`config.mk`:
```
export PLATFORM = sky130hd
export DESIGN_NAME = dso_cmd_dispatch
export DESIGN_NICKNAME = d
export VERILOG_FILES = /design/src/rtl/dso_cmd_pkg.sv /design/src/rtl/dso_cmd_dispatch.sv
export SDC_FILE = /design/constraint.sdc
export NUM_CORES = 1
export LEC_CHECK = 0
export BUFFER_PORTS_ARGS = -buffer_cell sky130_fd_sc_hd__buf_2
export CAP_MARGIN = 5
export CORE_AREA = 2 2 100 111
export CTS_CLUSTER_SIZE = 25
export DETAILED_ROUTE_END_ITERATION = 8
export DIE_AREA = 0 0 102 113
export PLACE_DENSITY = 0.54
export SYNTH_ARGS = -nofsm -noshare
export SYNTH_HDL_FRONTEND = slang
export SYNTH_SLANG_ARGS = --single-unit
```
`constraint.sdc`:
```
create_clock -name clk -period 6.1 [get_ports clk]
set_clock_uncertainty 0.1 [all_clocks]
set_input_delay 0.305 -clock clk [delete_from_list [all_inputs] [get_ports clk]]
set_output_delay 0.305 -clock clk [all_outputs]
set_load 0.01 [all_outputs]
```
`src/rtl/dso_cmd_pkg.sv`:
```
// Shared constants and types for the DSO host command dispatcher.
// Holds opcodes, slave-select codes, pot/EEPROM constants and the FSM state type.
package dso_cmd_pkg;

   localparam logic [7:0] ACK          = 8'hA5;
   localparam logic [7:0] NAK          = 8'hEE;
   localparam logic [7:0] TRIG_LVL_MIN = 8'd46;
   localparam logic [7:0] TRIG_LVL_MAX = 8'd201;

   localparam logic [7:0] CMD_DUMP     = 8'h01;
   localparam logic [7:0] CMD_GAIN     = 8'h02;
   localparam logic [7:0] CMD_TRIG_LVL = 8'h03;
   localparam logic [7:0] CMD_TRIG_POS = 8'h04;
   localparam logic [7:0] CMD_DEC      = 8'h05;
   localparam logic [7:0] CMD_TRIG_CFG = 8'h06;
   localparam logic [7:0] CMD_CFG_RD   = 8'h07;
   localparam logic [7:0] CMD_EEP_WR   = 8'h08;
   localparam logic [7:0] CMD_EEP_RD   = 8'h09;

   localparam logic [2:0] SS_CH1  = 3'd0;
   localparam logic [2:0] SS_CH2  = 3'd1;
   localparam logic [2:0] SS_CH3  = 3'd2;
   localparam logic [2:0] SS_TRIG = 3'd3;
   localparam logic [2:0] SS_EEP  = 3'd4;

   localparam logic [7:0] POT_WR = 8'h13;

   // Digital-pot wiper codes for the eight front-end gain settings.
   localparam logic [7:0] GAIN_LUT [0:7] = '{8'h02, 8'h05, 8'h09, 8'h0E,
                                             8'h2B, 8'h48, 8'h9A, 8'hC6};

   typedef enum logic [2:0] {
      IDLE,
      DISPATCH,
      SPI_WAIT,
      DUMP_WAIT,
      RESP,
      RESP_WAIT
   } state_t;

endpackage

```
`src/rtl/dso_cmd_dispatch.sv`:
```
// Host command decoder: updates capture config registers, drives SPI writes to the
// gain/trigger pots and EEPROM, and returns a one-byte response to the UART wrapper.
module dso_cmd_dispatch
   import dso_cmd_pkg::*;
(
   input  logic        clk,
   input  logic        rst,
   input  logic [23:0] cmd,
   input  logic        cmd_rdy,
   output logic        clr_cmd_rdy,
   output logic [7:0]  resp,
   output logic        send_resp,
   input  logic        resp_sent,
   output logic        wrt_SPI,
   output logic [15:0] SPI_data,
   output logic [2:0]  ss,
   input  logic        SPI_done,
   input  logic [15:0] SPI_rd_data,
   output logic [8:0]  trig_pos,
   output logic [3:0]  decimator,
   output logic [5:0]  trig_cfg,
   input  logic        set_capture_done,
   output logic        dump_req,
   output logic [1:0]  dump_ch,
   input  logic        dump_done
);

   state_t      state, state_d;
   logic [23:0] cmd_q, cmd_d;
   logic        clr_d, send_d, wrt_d, dump_req_d;
   logic [7:0]  resp_d;
   logic [15:0] spi_data_d;
   logic [2:0]  ss_d;
   logic [8:0]  trig_pos_d;
   logic [3:0]  dec_d;
   logic [5:0]  cfg_d;
   logic [1:0]  dump_ch_d;

   logic [7:0]  opcode;
   logic [1:0]  cc;
   logic [7:0]  lvl;

   assign opcode = cmd_q[23:16];
   assign cc     = cmd_q[9:8];
   assign lvl    = cmd_q[7:0];

   // Operand bits no command uses, and the MISO high byte which EEPROM reads discard.
   logic unused_bits;
   assign unused_bits = ^{cmd_q[15:14], SPI_rd_data[15:8]};

   always_comb begin
      // NOTE: every signal gets its hold/idle value first so no path leaves one unassigned (no latches).
      state_d    = state;
      cmd_d      = cmd_q;
      clr_d      = 1'b0;
      send_d     = 1'b0;
      wrt_d      = 1'b0;
      dump_req_d = 1'b0;
      resp_d     = resp;
      spi_data_d = SPI_data;
      ss_d       = ss;
      trig_pos_d = trig_pos;
      dec_d      = decimator;
      cfg_d      = trig_cfg;
      dump_ch_d  = dump_ch;

      case (state)
         IDLE: begin
            if (cmd_rdy) begin
               cmd_d   = cmd;
               clr_d   = 1'b1;
               state_d = DISPATCH;
            end
         end

         DISPATCH: begin
            state_d = RESP;
            resp_d  = ACK;
            case (opcode)
               CMD_DUMP: begin
                  if (cc == 2'd3) begin
                     resp_d = NAK;
                  end else begin
                     dump_ch_d  = cc;
                     dump_req_d = 1'b1;
                     state_d    = DUMP_WAIT;
                  end
               end
               CMD_GAIN: begin
                  if (cc == 2'd3) begin
                     resp_d = NAK;
                  end else begin
                     ss_d       = {1'b0, cc};
                     spi_data_d = {POT_WR, GAIN_LUT[cmd_q[12:10]]};
                     wrt_d      = 1'b1;
                     state_d    = SPI_WAIT;
                  end
               end
               CMD_TRIG_LVL: begin
                  if (lvl < TRIG_LVL_MIN || lvl > TRIG_LVL_MAX) begin
                     resp_d = NAK;
                  end else begin
                     ss_d       = SS_TRIG;
                     spi_data_d = {POT_WR, lvl};
                     wrt_d      = 1'b1;
                     state_d    = SPI_WAIT;
                  end
               end
               CMD_TRIG_POS: trig_pos_d = cmd_q[8:0];
               CMD_DEC:      dec_d      = cmd_q[3:0];
               CMD_TRIG_CFG: cfg_d      = cmd_q[5:0];
               CMD_CFG_RD:   resp_d     = {2'b00, trig_cfg};
               CMD_EEP_WR: begin
                  ss_d       = SS_EEP;
                  spi_data_d = {2'b01, cmd_q[13:8], cmd_q[7:0]};
                  wrt_d      = 1'b1;
                  state_d    = SPI_WAIT;
               end
               CMD_EEP_RD: begin
                  ss_d       = SS_EEP;
                  spi_data_d = {2'b00, cmd_q[13:8], 8'h00};
                  wrt_d      = 1'b1;
                  state_d    = SPI_WAIT;
               end
               default: resp_d = NAK;
            endcase
         end

         SPI_WAIT: begin
            if (SPI_done) begin
               resp_d  = (opcode == CMD_EEP_RD) ? SPI_rd_data[7:0] : ACK;
               state_d = RESP;
            end
         end

         DUMP_WAIT: begin
            if (dump_done) state_d = IDLE;
         end

         RESP: begin
            send_d  = 1'b1;
            state_d = RESP_WAIT;
         end

         RESP_WAIT: begin
            if (resp_sent) state_d = IDLE;
         end

         default: state_d = IDLE;
      endcase

      // Capture-done is sticky and wins over a concurrent config write.
      if (set_capture_done) cfg_d[5] = 1'b1;
   end

   always_ff @(posedge clk) begin
      // NOTE: sequential state uses non-blocking assignments so every register samples pre-edge values.
      if (rst) begin
         state       <= IDLE;
         cmd_q       <= '0;
         clr_cmd_rdy <= 1'b0;
         send_resp   <= 1'b0;
         wrt_SPI     <= 1'b0;
         dump_req    <= 1'b0;
         resp        <= '0;
         SPI_data    <= '0;
         ss          <= '0;
         trig_pos    <= 9'h001;
         decimator   <= '0;
         trig_cfg    <= '0;
         dump_ch     <= '0;
      end else begin
         state       <= state_d;
         cmd_q       <= cmd_d;
         clr_cmd_rdy <= clr_d;
         send_resp   <= send_d;
         wrt_SPI     <= wrt_d;
         dump_req    <= dump_req_d;
         resp        <= resp_d;
         SPI_data    <= spi_data_d;
         ss          <= ss_d;
         trig_pos    <= trig_pos_d;
         decimator   <= dec_d;
         trig_cfg    <= cfg_d;
         dump_ch     <= dump_ch_d;
      end
   end

endmodule

```
After elaboration in Yosys (flattened, before gate mapping)
Memories as Yosys holds them, arrays and structs flattened.
Index checks and enable logic that the tools add are counted.
Widths: inputs -> output; s select.
- divide/modulo/power cells: 0
- multiplexer cells: 31
- eq/ne operators: 21
- bitwise logic cells: 5
- shift-type cells: 0
- add/subtract/negate cells: 0
- $mul: 0
- reduce and logical (&&, ||, !) cells: 23
- order comparisons: 3
- operator list (operator ; number):
    $pmux 16 s4 ; 1
    $eq 8x3->1 const B ; 4
    $mux 16 ; 2
    $mux 8 ; 4
    $pmux 8 s4 ; 1
    $mux 3 ; 9
    $pmux 3 s6 ; 1
    $eq 8x2->1 const B ; 2
    $eq 8x4->1 const B ; 2
    $pmux 8 s2 ; 1
    $mux 7 ; 2
    $mux 6 ; 2
    $ne 2x2->1 const B ; 6
    $pmux 3 s4 ; 1
    $reduce_and 2->1 ; 6
    $reduce_and 4->1 ; 3
    $pmux 3 s3 ; 1
    $eq 8x1->1 const B ; 1
    $gt 8x8->1 const B ; 1
    $lt 8x6->1 const B ; 1
    $reduce_or 2->1 ; 4
    $eq 3x2->1 const B ; 2
    $eq 3x3->1 const B ; 2
    $reduce_bool 2->1 ; 3
    other kinds (14) ; 21
- memory bits (writable): 0
- bits in latches: 0
- memory bits (read-only): 64
- word-level logic and storage cells: 98
- flip-flop bits (word level): 79
- memories kept: 1
- memory list (memory ; depth ; width ; rd ports ; clocked after Yosys merged registers in ; write ports ; line ; source):
    (name not given) ; 8 ; 8 ; 1 ; 0 ; 0 ; dso_cmd_dispatch.sv:94 ; spi_data_d = {POT_WR, GAIN_LUT[cmd_q[12:10]]};

Longest topological paths before layout
Gate-level depths: netlist of the first run.
- word-level depth: 6
- mapped depth: 8
- gate-level depth less buffers: 6

Worst setup path before layout of the first run
Ideal clock, no wire load.
- path type: register to register
- from: register cmd_q[20]
- to: register SPI_data[8]
- arrival: 1.738 ns
- stages on the path, launching flop included: 6
- path buffers: 1
- clock period less this slack: 1.963 ns
- library setup time: 0.125 ns
- slack: 4.137 ns
- path through: dfxtp_1 or4_4 buf_6 or4_1 a31oi_1 o2bb2ai_1
- longest elaborated chain between the ends: 3
- elaborated cells on any way between the ends: 9
- those cells by class: eq/ne: 6; mux: 1; reduce/logical: 2
- RTL lines (item ; line ; source):
    start: declaration ; dso_cmd_dispatch.sv:29 ; logic [23:0] cmd_q, cmd_d;
    start signal: assignment ; dso_cmd_dispatch.sv:174 ; cmd_q <= cmd_d;
    $eq 8x4->1 or $eq 8x2->1 (tied branches) ; dso_cmd_dispatch.sv:79 ; case (opcode)
    $reduce_bool 4->1 (no source line) or $ne 2x2->1 (tied branches) ; -- ;
    $reduce_and 4->1 (no source line) ; -- ;
    end signal: assignment ; dso_cmd_dispatch.sv:180 ; SPI_data <= spi_data_d;
    end: declaration ; dso_cmd_dispatch.sv:15 ; output logic [15:0] SPI_data,
Several ways; a longest one is shown, not always the timed one.
A chain may end at the register's enable or synchronous reset.

Worst setup path after layout of the first run
- from: register cmd_q[17]
- to: register SPI_data[13]
Same word-level chain as after synthesis.

==> results of run 1 <==
through the flow:
step | worst slack (ns) | cell area, sq um
after floorplan | 4.14 | 3570
after global placement | 3.46 | 4070
after detailed placement | 3.42 | 4070
after CTS | 3.41 | 4410
after global routing | 3.17 | 4410
final | 3.39 | 4410
layout by cell type (no fill, tap or decap), types with 6 or more instances in the layout:
master / instances
o21ai_0: 11
nor2_1: 34
a21oi_1: 44
a32oi_1: 7
dfxtp_1: 76
a311oi_1: 9
nand2_1: 61
clkbuf_16: 9
a31oi_1: 6
buf_2: 87
mux2i_1: 20
state kept, by name, indices dropped and copies added (netlist names):
name,count
dump_ch,2
trig_cfg,6
trig_pos,9
clr_cmd_rdy,1
state,3
dump_req,1
SPI_data,15
decimator,4
send_resp,1
resp,8
wrt_SPI,1
cmd_q,22
ss,3
final cells by class:
type / count / area share, %
flip-flops and latches: 76 / 34.5
clock buffers: 11 / 5.51
multi-input cells: 297 / 42.8
repair buffers: 91 / 10.6
clock inverters: 4 / 2.21
inverters: 4 / 0.341
well taps: 143 / 4.06
cell families after synthesis:
kind of cell               synth area share, %
and+or+nand+nor                           21.4
AOI/OAI and AO/OA                         23.9
DFF                                       42.6
buffers and inverters                     4.63
muxes                                     5.61
adders and majority gates                 1.75
other                                    0.105
worst paths after layout:
| check | startpoint | to | depth (start not counted) |
|---|---|---|---|
| setup reg to reg | cmd_q[17] | SPI_data[13] | 5 |
| setup / recovery | cmd_q[17] | SPI_data[13] | 5 |
| hold reg to reg | resp[7] | resp[7] | 2 |
| hold / removal | cmd[7] | cmd_q[7] | 3 |
cell usage after synthesis (all sizes together) (3+ instances only):
cell type	number
buf	15
inv	4
and3b	3
a21oi	45
clkbuf	18
o41ai	3
nor4	3
a32oi	7
o21ai	16
dfxtp	76
nor2	36
a31oi	6
o2111ai	3
a211oi	5
a311oi	9
o221ai	3
mux2i	20
nor3	8
ha	5
a22oi	5
or4	5
a22o	4
nor4b	4
a221oi	4
nand2b	3
o2bb2ai	3
nor3b	4
nand2	61
nor2b	5
worst register-to-register path, stage by stage (launching register included):
cell      delay [ns]
dfxtp_1         0.71
nand3b_1        0.31
o21bai_1        0.28
o21ai_2         0.59
a21oi_1         0.31
a22o_1          0.30
metal layers:
| metal | track usage [%] | up-vias | part of all wire, % |
|---|---|---|---|
| met1 | 21.9 | 1541 | 45 |
| met4 | 6.67 | 0 | 1.7 |
| met5 | 0 | - | 0 |
| li1 | - | 1640 | - |
| met2 | 29.9 | 55 | 49 |
| met3 | 4.45 | 17 | 4.2 |
power by group:
part	switching [mW]	total, mW	internal [mW]	leakage, nW
Clock	0.198	0.606	0.408	0.162
Sequential	0.0611	0.599	0.538	0.618
Combinational	0.172	0.281	0.108	1.04
Total	0.431	1.49	1.05	1.82
==> run metrics, run 1 <==
number of DRC violations after detailed routing 0; outcome finished clean; area occupied by multi-input gates 1890 sq um; pin slew with the least headroom to its limit 0.874 ns; total track usage 17.8%; Worst Path Buf+Inv 0; type of element capturing the critical path flip-flop; number of filler instances in the final layout 1,112; Antenna diodes 0; Fmax achieved 369 MHz; number of design-rule violations left by the first detailed-router iteration 133; number of placement rows 39; setup slack of the most critical reg-to-reg path 3.39 ns; setup repair after global routing missed its margin false; die footprint 11,500 sq um; sequential area share after synthesis 42.6%; ranking of synthesized cells by area dfxtp_1 43%, nand2_1 6.4%, a21oi_1 6.2%, mux2i_1 5.6%, nor2_1 3.6%; root buffer cell clkbuf_16; wire length of the first global-routing pass 16.0 mm; Initial Util 34.5%; prevailing post-synth register cell dfxtp_1; peak supply drop 0.164 mV; fraction of layout instances using a drive strength above 1 25.3%; cell total after placement 611; EDFF count, synth 0; critical-path maximum fanout 19; width of the chip 102 um; largest area contributor in the netlist dfxtp_1; final wirelength 9.79 mm; sequential standard cell area 1520 sq um; reported leakage power 1.82 nW; max-slew violations 0; total setup violations reported at the end of the flow 0; total power divided by cell area 337 nW/um^2; Warnings, synthesis 0; critical path data required time 6.23 ns; quantity of I/O buffers inserted on ports 87; number of nets still failing antenna checks after routing 0; Core Footprint 10,300 sq um; worst hold margin 0.0986 ns; sum of net half-perimeters after detailed placement 6.76 mm; final layout net count 531; category of the worst setup path launch point flip-flop; number of global-route vias before repair 3,182; number of antenna violations at the first check in global routing 0; critical-path cell list nand3b_1, o21bai_1, o21ai_2, a21oi_1, a22o_1; area overhead of the layout relative to synthesis 23.5%; slowest library cell on the worst path dfxtp_1; Post-CTS Setup Bufs 0; cells after synthesis 410; peak per-stage delay on the critical path 0.71 ns; Avg Cell Area, Syn 8.70 sq um; maximum buffer depth of the clock tree 2; H-tree Lvls 3; remaining max-slew budget at the tightest pin 41.2%; total nets after synthesis 462; worst min-delay path category in -> reg; number of endpoints with negative hold slack in the final report 0; setup TNS 0 ns; TritonCTS clock tree yes; final standard cell count with taps included and fillers excluded 626; Pre-Repair DR Iteration Count 4; WL/cell 15.6 um; crit path time final 2.71 ns; final core utilization 42.6%; data arrival at the endpoint of the critical path 2.84 ns; Via Count 3,253; count of unique library cells instantiated by Yosys 59; clock network latency to the later pin of the worst-skew pair 0.34 ns; clock slew at the register clock pins of the worst setup and hold paths 0.06 ns; combined area of all synthesized cells 3570 sq um; final worst path period share 44.4%; total overflow reported by the global router 0; CTS hold repair buffers 0; total number of clock tree sinks 76; max_cap viols 0; start-to-end type of the worst setup path reg -> reg; vertical die dimension 113 um; io pins 99; kind of cell adding the most delay to the critical path compound AO/OA/AOI/OAI gates; asr flop ratio synth 0%; vias per std cell 5.20; GP Congestion 0.803; number of cells upsized or downsized after cts 0; overall power 1.49 mW; Num CTS Buffers 9; pin count of the biggest net entering global routing 75; register bit count reported by yosys 76; top-area cell type share of the netlist area 42.6%
Power figures use the tool's default switching activity.
==> run 2, diff against run 1 <==
PLACE_DENSITY = 0.57   (was 0.54)
clock period = 2.2 ns   (was 6.1 ns; I/O delays follow)
==> run metrics, run 2 (synthesized netlist as in run 1, its figures left out) <==
flip-flop count of the largest register after layout 22 (unchanged); number of global-route vias before repair 3,279 (was 3,182); outcome finished clean (unchanged); overall power 4.19 mW (was 1.49 mW); Antenna diodes 0 (unchanged); maximum buffer depth of the clock tree 2 (unchanged); die footprint 11,500 sq um (unchanged); number of DRC violations after detailed routing 0 (unchanged); max-slew violations 0 (unchanged); wire length of the first global-routing pass 16.5 mm (was 16.0 mm); final wirelength 10.3 mm (was 9.79 mm); data arrival at the endpoint of the critical path 2.28 ns (was 2.84 ns); start-to-end type of the worst setup path reg -> reg (unchanged); final core utilization 47.8% (was 42.6%); peak supply drop 0.411 mV (was 0.164 mV); clock network latency to the later pin of the worst-skew pair 0.33 ns (was 0.34 ns); worst min-delay path category in -> reg (unchanged); category of the worst setup path launch point flip-flop (unchanged); critical-path maximum fanout 7 (was 19); Initial Util 34.5% (unchanged); fraction of layout instances using a drive strength above 1 30.3% (was 25.3%); setup repair after global routing missed its margin true (was false); area overhead of the layout relative to synthesis 38.5% (was 23.5%); final standard cell count with taps included and fillers excluded 688 (was 626); clock slew at the register clock pins of the worst setup and hold paths 0.06 ns (about the same); slowest library cell on the worst path or4_4 (was dfxtp_1); total number of clock tree sinks 76 (unchanged); number of filler instances in the final layout 1,060 (was 1,112); critical path data required time 2.32 ns (was 6.23 ns); pin count of the biggest net entering global routing 32 (was 75); critical-path cell list or4_4, or4_1, nor3_1, or3_1, a31oi_1 (was nand3b_1, o21bai_1, o21ai_2, a21oi_1, a22o_1); final worst path period share 98.4% (was 44.4%); Via Count 3,491 (was 3,253); io pins 99 (unchanged); sum of net half-perimeters after detailed placement 7.37 mm (was 6.76 mm); max_cap viols 0 (unchanged); largest registers cmd_q x22, SPI_data x15, trig_pos x9 (unchanged); WL/cell 14.9 um (was 15.6 um); number of design-rule violations left by the first detailed-router iteration 151 (was 133); remaining max-slew budget at the tightest pin 58.9% (was 41.2%); Core Footprint 10,300 sq um (unchanged); number of endpoints with negative hold slack in the final report 0 (unchanged); total setup violations reported at the end of the flow 0 (unchanged); TritonCTS clock tree yes (unchanged); root buffer cell clkbuf_16 (unchanged); type of element capturing the critical path flip-flop (unchanged); Num CTS Buffers 9 (unchanged); GP Congestion 0.826 (was 0.803); Fmax achieved 462 MHz (was 369 MHz); peak per-stage delay on the critical path 0.63 ns (was 0.71 ns); quantity of I/O buffers inserted on ports 87 (unchanged); vertical die dimension 113 um (unchanged); Pre-Repair DR Iteration Count 4 (unchanged); pin slew with the least headroom to its limit 0.613 ns (was 0.874 ns); vias per std cell 5.07 (was 5.20); reported leakage power 2.12 nW (was 1.82 nW); most frequent cells in the layout 87 x buf_2, 75 x dfxtp_1, 61 x nand2_1 (was 87 x buf_2, 76 x dfxtp_1, 61 x nand2_1); crit path time final 2.16 ns (was 2.71 ns); Largest Register cmd_q (unchanged); final layout net count 592 (was 531); total overflow reported by the global router 0 (unchanged); total power divided by cell area 848 nW/um^2 (was 337 nW/um^2); leading cell type in the layout, fill and taps excluded buf_2 (unchanged); cell total after placement 643 (was 611); width of the chip 102 um (unchanged); number of antenna violations at the first check in global routing 0 (unchanged); total track usage 18.2% (was 17.8%); number of placement rows 39 (unchanged); number of nets still failing antenna checks after routing 0 (unchanged); H-tree Lvls 3 (unchanged)
==> run 2: worst paths after layout <==
| path | start | to | slack, ns | depth (start not counted) |
|---|---|---|---|---|
| max | cmd_q[21] | resp[0] | 0.04 | 5 |
| min | SPI_rd_data[7] | resp[7] | 0.02 | 3 |
| max reg2reg | cmd_q[21] | resp[0] | 0.04 | 5 |
| min reg2reg | ss[2] | ss[2] | 0.35 | 1 |
==> run 2: critical path: cells and delay by family, from the launching register on <==
family           cells  cell delay [ns]
AO/OA/AOI/OAI        1             0.04
flip-flops           1             0.32
AND/OR/NAND/NOR      4             1.59
==> run 2: timing repair <==
item | CTS | global route
hold endpoints to repair | 24 | 0
setup endpoints to repair | 1 | 13
resized for setup | 1 | 6
hold buffers | 24 | 0
pin swaps | 0 | 5
buffers inserted | 0 | 5
==> run 2: area by class of cell <==
cell class	count	area (sq um)	share of cell area, %
multi-input cells	297	1910	38.7
flip-flops and latches	76	1520	30.8
repair buffers	152	987	20.0
clock buffers	13	280	5.67
well taps	143	179	3.62
clock inverters	3	42.5	0.861
inverters	4	15.0	0.304
==> run 2: power by group <==
part	internal, mW	leakage, nW	switching, mW	total [mW]
logic	0.454	1.34	0.573	1.03
registers	1.49	0.619	0.126	1.62
clock network	0.999	0.158	0.549	1.55
total	2.94	2.12	1.25	4.19
==> run 2: metrics by stage <==
step	instance area, sq um	setup slack (ns)	hold slack [ns]	setup TNS (ns)
final	4940	0.0354	0.0208	0
after global routing	4940	-0.0287	0.0515	-0.103
after CTS	4880	0.0163	0.00898	0
after detailed placement	4310	0.0103	0.255	0
after global placement	4310	0.0613	0.252	0
after floorplan	3570	0.237	0.146	0
==> run 2: layer usage <==
metal	vias to the layer above	routed length, um	global-route usage, %
met5	-	0	0
met4	0	110	7.56
met3	9	348	2.10
met2	75	5360	31.2
met1	1638	4450	23.0
li1	1769	-	-
